`src/rtl/dm_ctrl.sv`:
```
// Data-memory access controller: serves one DMWr/DMRe request at a time against a
// word-wide synchronous SRAM, with read-modify-write for sub-word stores.
module dm_ctrl #(
  parameter int AW = 10
) (
  input  logic          clk,
  input  logic          rstn,
  input  logic          req,
  input  logic [1:0]    DMWr,
  input  logic [2:0]    DMRe,
  input  logic [31:0]   addr,
  input  logic [31:0]   wdata,
  output logic          busy,
  output logic          done,
  output logic          err,
  output logic [31:0]   rdata,
  output logic          mem_en,
  output logic          mem_we,
  output logic [AW-1:0] mem_addr,
  output logic [31:0]   mem_wdata,
  input  logic [31:0]   mem_rdata
);

  typedef enum logic [2:0] {S_IDLE, S_RD, S_WAIT, S_WR, S_DONE} state_t;
  typedef enum logic [1:0] {WR_NOP, WR_SB, WR_SH, WR_SW} wr_code_t;
  typedef enum logic [2:0] {RE_NOP, RE_LB, RE_LBU, RE_LH, RE_LHU, RE_LW} re_code_t;

  state_t        state, state_n;
  logic [AW+1:0] addr_q;
  logic [31:0]   wdata_q;
  logic [31:0]   merged_q;
  logic [1:0]    wr_q;
  logic [2:0]    re_q;

  logic          accept;
  logic          req_err;
  logic [7:0]    byte_sel;
  logic [15:0]   half_sel;
  logic [31:0]   load_val;
  logic [31:0]   merge_val;

  assign accept = req && ((DMWr != WR_NOP) || (DMRe != RE_NOP));

  always_comb begin
    req_err = 1'b0;
    if ((DMWr != WR_NOP) && (DMRe != RE_NOP))
      req_err = 1'b1;
    if (DMRe > RE_LW)
      req_err = 1'b1;
    if (((DMWr == WR_SH) || (DMRe == RE_LH) || (DMRe == RE_LHU)) && addr[0])
      req_err = 1'b1;
    if (((DMWr == WR_SW) || (DMRe == RE_LW)) && (addr[1:0] != 2'b00))
      req_err = 1'b1;
  end

  always_comb begin
    state_n = state;
    case (state)
      S_IDLE: begin
        if (accept) begin
          if (req_err)
            state_n = S_DONE;
          else if (DMWr == WR_SW)
            state_n = S_WR;
          else
            state_n = S_RD;
        end
      end
      S_RD:    state_n = S_WAIT;
      S_WAIT:  state_n = (re_q != RE_NOP) ? S_DONE : S_WR;
      S_WR:    state_n = S_DONE;
      S_DONE:  state_n = S_IDLE;
      default: state_n = S_IDLE;
    endcase
  end

  // Little-endian lane selection from the latched low address bits.
  always_comb begin
    byte_sel = 8'h00;
    case (addr_q[1:0])
      2'd0: byte_sel = mem_rdata[7:0];
      2'd1: byte_sel = mem_rdata[15:8];
      2'd2: byte_sel = mem_rdata[23:16];
      2'd3: byte_sel = mem_rdata[31:24];
      default: byte_sel = 8'h00;
    endcase
    half_sel = addr_q[1] ? mem_rdata[31:16] : mem_rdata[15:0];

    load_val = mem_rdata;
    case (re_q)
      RE_LB:   load_val = {{24{byte_sel[7]}}, byte_sel};
      RE_LBU:  load_val = {24'h000000, byte_sel};
      RE_LH:   load_val = {{16{half_sel[15]}}, half_sel};
      RE_LHU:  load_val = {16'h0000, half_sel};
      default: load_val = mem_rdata;
    endcase

    merge_val = mem_rdata;
    if (wr_q == WR_SB)
      merge_val[{addr_q[1:0], 3'b000} +: 8] = wdata_q[7:0];
    else if (wr_q == WR_SH)
      merge_val[{addr_q[1], 4'b0000} +: 16] = wdata_q[15:0];
  end

  always_ff @(posedge clk) begin
    if (!rstn) begin
      state    <= S_IDLE;
      addr_q   <= '0;
      wdata_q  <= '0;
      merged_q <= '0;
      wr_q     <= '0;
      re_q     <= '0;
      rdata    <= '0;
      done     <= 1'b0;
      err      <= 1'b0;
    end else begin
      state <= state_n;
      done  <= (state_n == S_DONE);
      // Only the IDLE -> DONE shortcut carries an error.
      err   <= (state == S_IDLE) && (state_n == S_DONE);
      if (state == S_IDLE && accept) begin
        addr_q  <= addr[AW+1:0];
        wdata_q <= wdata;
        wr_q    <= DMWr;
        re_q    <= DMRe;
      end
      if (state == S_WAIT) begin
        if (re_q != RE_NOP)
          rdata <= load_val;
        else
          merged_q <= merge_val;
      end
    end
  end

  assign busy      = (state != S_IDLE);
  assign mem_en    = (state == S_RD) || (state == S_WR);
  assign mem_we    = (state == S_WR);
  assign mem_addr  = addr_q[AW+1:2];
  assign mem_wdata = (state == S_WR) ? ((wr_q == WR_SW) ? wdata_q : merged_q) : '0;

endmodule

```
`config.mk`:
```
export PLATFORM = sky130hd
export DESIGN_NAME = dm_ctrl
export DESIGN_NICKNAME = d
export VERILOG_FILES = /design/src/rtl/dm_ctrl.sv
export SDC_FILE = /design/constraint.sdc
export NUM_CORES = 1
export LEC_CHECK = 0
export BUFFER_PORTS_ARGS = -buffer_cell sky130_fd_sc_hd__buf_2
export CORE_MARGIN = 2
export CORE_UTILIZATION = 53
export CTS_CLUSTER_SIZE = 24
export DETAILED_ROUTE_END_ITERATION = 8
export PLACE_DENSITY = 0.81
export SLEW_MARGIN = 20
export SYNTH_ARGS = -nofsm -noshare
export SYNTH_HDL_FRONTEND = slang
export SYNTH_SLANG_ARGS = --single-unit
```
`constraint.sdc`:
```
create_clock -name clk -period 2.45 [get_ports clk]
set_input_delay 0.3675 -clock clk [delete_from_list [all_inputs] [get_ports clk]]
set_output_delay 0.3675 -clock clk [all_outputs]
set_load 0.1 [all_outputs]
```
After elaboration in Yosys (flattened, before gate mapping)
Index checks and enable logic that the tools add are counted.

Bitwise gates (word level): 1. Shift-type cells: 4. Eq/ne operators: 19. Reduce and logical (&&, ||, !) cells: 20. Multiplexer cells: 18. Order comparisons: 1. Add/subtract/negate cells: 2.

Operators by type and width (count): 32-bit 2-to-1 mux (4); 32-bit one-hot mux with 4 select lines (1); 32-bit bitwise mux (2); 8-bit one-hot mux with 4 select lines (1); 16-bit by 7-bit variable shift with 32-bit output (first input constant) (1); 8-bit by 7-bit variable shift with 32-bit output (first input constant) (1); 16-bit by 7-bit variable part select with 32-bit output (1); 8-bit by 7-bit variable part select with 32-bit output (1); 16-bit 2-to-1 mux (1); 3-bit by 2-bit equality test with 1-bit output (second input constant) (5); 5-bit negation with 7-bit output (2); 2-bit equality test (second input constant) (6); 3-bit equality test (second input constant) (4); 3-bit one-hot mux with 4 select lines (1); 3-bit 2-to-1 mux (3); 3-bit nonzero test (3); 3-bit by 1-bit equality test with 1-bit output (second input constant) (2); 1-bit logical AND (6); 1-bit logical OR (5); 2-bit by 1-bit equality test with 1-bit output (second input constant) (2); 1-bit 2-to-1 mux (4); 2-bit AND reduction (2); 2-bit nonzero test (2); 3-bit > comparator (second input constant) (1); 4 further kinds (4).

Flip-flop bits (word level): 118. Output and inout port bits: 79. Input bits: 104. Word-level logic and storage cells: 74.

Depth between registers and ports, before layout
Word-level depth: 11. Mapped depth: 9. Mapped depth without buffers: 6.

Worst setup path before layout
No wires, ideal clock.

Path type: register -> output. Start: register state[0]. End: output port mem_wdata[22]. Arrival: 3.979 ns. Setup slack: -1.896 ns. Path buffers: 1. Cell stages (with the launch flop): 5. Required time: 2.082 ns. Path through: dfxtp_1 > nor2b_1 > nand2_1 > clkbuf_1 > a21oi_1.

Longest elaborated chain between the ends: 2.

Ends and longest elaborated chain: start: declaration (RTL line 28) `state_t state, state_n;`; start signal: assignment (RTL line 117) `state <= state_n;`; 3-bit by 2-bit equality test with 1-bit output (RTL line 140) `assign mem_wdata = (state == S_WR) ? ((wr_q == WR_SW) ? wdata_q : merged_q) : '0;`; 32-bit 2-to-1 mux (RTL line 140); end: declaration (RTL line 20) `output logic [31:0] mem_wdata,`.

No other way between the ends.

Worst setup path in the final report
Start: register wr_q[1]. End: output port mem_wdata[0].

Longest elaborated chain between the ends: 3.

Ends and longest elaborated chain: start: declaration (RTL line 32) `logic [1:0] wr_q;`; start signal: assignment (RTL line 124) `wr_q <= DMWr;`; 2-bit equality test (RTL line 140); 32-bit 2-to-1 mux (2 in series) (RTL line 140).

No other way between the ends.

==> reports/results.ini <==
[layout]
layout-drive-gt1-share_pct = 27.62
antenna_cells = 0
layout.nets = 1061
final_util_pct = 72.29
final_cell_area_um2 = 8647
syn_to_final_growth_pct = 33.93
final_common_cell = nand2_1
final_cell_mix = 208 x nand2_1, 129 x buf_2, 116 x dfxtp_1
fillers = 910
fin_cells = 1110

[global_route]
grt_first_pass_wirelength_mm = 32.61
grt_overflow_total = 0
antenna_found_initial = 0
grt_usage_pct = 31.79
grt_pass1_vias = 6216
grt_max_degree = 51

[routing]
drtIter0Drc = 736
avgViaCountPerCell = 6.216
drt-pass1-iter-count = 9
vias = 6900
routed_wl_mm = 20.63
drc = 15
ant_nets = 0
wl_per_cell_um = 18.58

[logic_synthesis]
syn_nets = 935
synthCells = 826
ys_seq_elements = 118
syn_area_per_cell_um2 = 7.816
synth_top_flop_cell = dfxtp_1
netlist_area_um2 = 6456
yosysUniqueCellTypes = 62
ys_seq_area_share_pct = 36.59
async_reset_ff_share_pct = 0
yosys_warnings = 0
synth_edf_count = 0

[cts]
post_cts_buffers = 0
cts.reportedPaths.clkPinSlew_ns = 0.05
cts_tree = yes
holdBufCountCts = 0
clkSinkCount = 118
clock-root-buffer = clkbuf_16
htreeDepth = 4
clockBufferDepth = 2
clk_latency_ns = 0.42
cts_buffers = 17

[status]
status = complete, but fails checks
violations = DRC

[worst_setup_path]
cp_data_arrival_time_ns = 1.96
cp.required_ns = 2.08
cp_max_fo = 32
end_kind = output pin
crit_type = reg2out
crit_path_start_kind = flip-flop

[place]
dpl-instance-area_um2 = 8115
globalplace.congestion = 0.9742
hpwl_mm = 14.23
placed_cells = 1080
numPortBuffers = 162

[pwr]
power_leakage_nw = 3.354
switchingPower_mw = 1.557
p_per_area_nw_per_um2 = 608.7
switching_share_pct = 29.59
ir_drop_v = 0.0007237
pwr-share-comb_pct = 17.8
cellInternalPower_mw = 3.706
clockPowerShare_pct = 42.4
seqPwrFrac_pct = 39.8
power_mw = 5.263

[timing]
rsz0062_at_grt = no
maxSlewViolCount = 0
fmax_mhz = 430.1
skew_ns = 0.005313
fin_crit_sh_pct = 94.91
setup_violations = 0
hold_violations = 0
tns_ns = 0
max-slew-margin-rel_pct = 53.97
tightest_slew_ns = 0.6904
fin_crit_ns = 2.325

[flow_run]
cap_viol_max_count = 0

[floorplanning]
rows = 40
die_w_um = 114.4
io_pins = 183
core-area_um2 = 11960
dieArea_um2 = 13080
die_height_um = 114.4
start_util_pct = 53.97

[worst_hold_path]
hold_path.class = in2reg

-- metrics by stage --
| stage | setup WS (ns) | hold WS [ns] |
|---|---|---|
| after floorplan | 0.003662 | 0.4353 |
| after global placement | 0.4196 | 0.4372 |
| after detailed placement | 0.3233 | 0.4413 |
| after CTS | 0.002605 | 0.1687 |
| after global routing | 0.02711 | 0.1770 |
| final | 0.1248 | 0.1819 |
-- registers in the layout (all words and copies together), names as in the netlist --
| name | flops |
|---|---|
| merged_q | 32 |
| rdata | 32 |
| wdata_q | 32 |
| addr_q | 12 |
| re_q | 3 |
| state | 3 |
| wr_q | 2 |
| done | 1 |
| err | 1 |
-- worst max-delay path, stage by stage, from the launching register on --
cell	delay [ns]
dfxtp_2	0.46
and2_1	0.16
buf_4	0.32
nand2_1	0.11
a21oi_2	0.24
buf_12	0.21
-- cells by family (layout without fill, tap and decap cells) --
group                    after synthesis  after routing  synth area share (%)
flip-flops                           118            118                 36.59
buffers and inverters                 90            227                 7.015
XOR/XNOR                               1              1                0.1357
AO/OA/AOI/OAI                        309            309                 33.86
adder cells (fa/ha/maj)                5              5                0.9690
AND/OR/NAND/NOR                      302            302                 21.28
multiplexers                           1              1                0.1550
-- what timing repair did --
| item | 4_1_cts | 5_1_grt |
|---|---|---|
| setup endpoints to repair | 3 | 24 |
| pin swaps | 0 | 0 |
| gates resized for setup | 1 | 1 |
-- final timing paths --
path	endpoint	slack, ns	startpoint	cells after the start
worst max-delay path	mem_wdata[0]	0.12	wr_q[1]	5
worst min-delay path	wdata_q[26]	0.18	wdata[26]	3
worst max register to register	merged_q[8]	0.27	addr_q[1]	6
worst min register to register	addr_q[6]	0.45	addr_q[6]	2
-- power groups by stage --
| stage | logic, mW | clock network (mW) | registers, mW |
|---|---|---|---|
| 5_1_grt | 1.01 | 2.34 | 2.10 |
| 2_1_floorplan | 0.627 | 0 | 2.16 |
| 6_report | 0.938 | 2.23 | 2.09 |
| 3_3_place_gp | 0.901 | 0 | 2.12 |
| 3_5_place_dp | 0.918 | 0 | 2.13 |
| 4_1_cts | 0.925 | 2.26 | 2.09 |
-- layout make-up --
| class | instances | area (um2) | share of cell area (%) |
|---|---|---|---|
| Multi-Input combinational cell | 618 | 4001 | 46.27 |
| Sequential cell | 118 | 2365 | 27.35 |
| Timing Repair Buffer | 189 | 1534 | 17.74 |
| Clock buffer | 26 | 509.2 | 5.889 |
| Tap cell | 147 | 183.9 | 2.127 |
| Inverter | 8 | 33.78 | 0.3907 |
| Clock inverter | 4 | 20.02 | 0.2315 |
-- cell usage after synthesis, drive strengths merged (3+ instances only) --
cell / count / share of area [%]
o21ai: 48 / 3.8
nand2: 210 / 12
o221ai: 21 / 2.8
a22o: 3 / 0.41
a221oi: 16 / 2.2
nor2b: 12 / 1.2
nor3: 3 / 0.31
a21oi: 74 / 5.7
o2111ai: 16 / 2.2
ha: 5 / 0.97
a22oi: 5 / 0.58
clkbuf: 44 / 2.6
buf: 38 / 4.0
a222oi: 7 / 1.1
inv: 7 / 0.41
and3b: 8 / 1.1
dfxtp: 118 / 37
or3b: 3 / 0.45
a21boi: 62 / 7.2
o21bai: 16 / 1.9
nor3b: 11 / 1.3
nor2: 36 / 2.3
and2: 5 / 0.48
nand2b: 3 / 0.29
a221o: 23 / 3.6
-- routing by layer --
metal / up-vias / part of all wire, % / global-route usage, %
met3: 65 / 11 / 8.523
met2: 392 / 45 / 48.81
li1: 3225 / - / -
met1: 3218 / 41 / 42.62
met4: 0 / 3.5 / 12.60
met5: - / 0 / 0
Note: power is estimated with default switching activity, not from simulation.
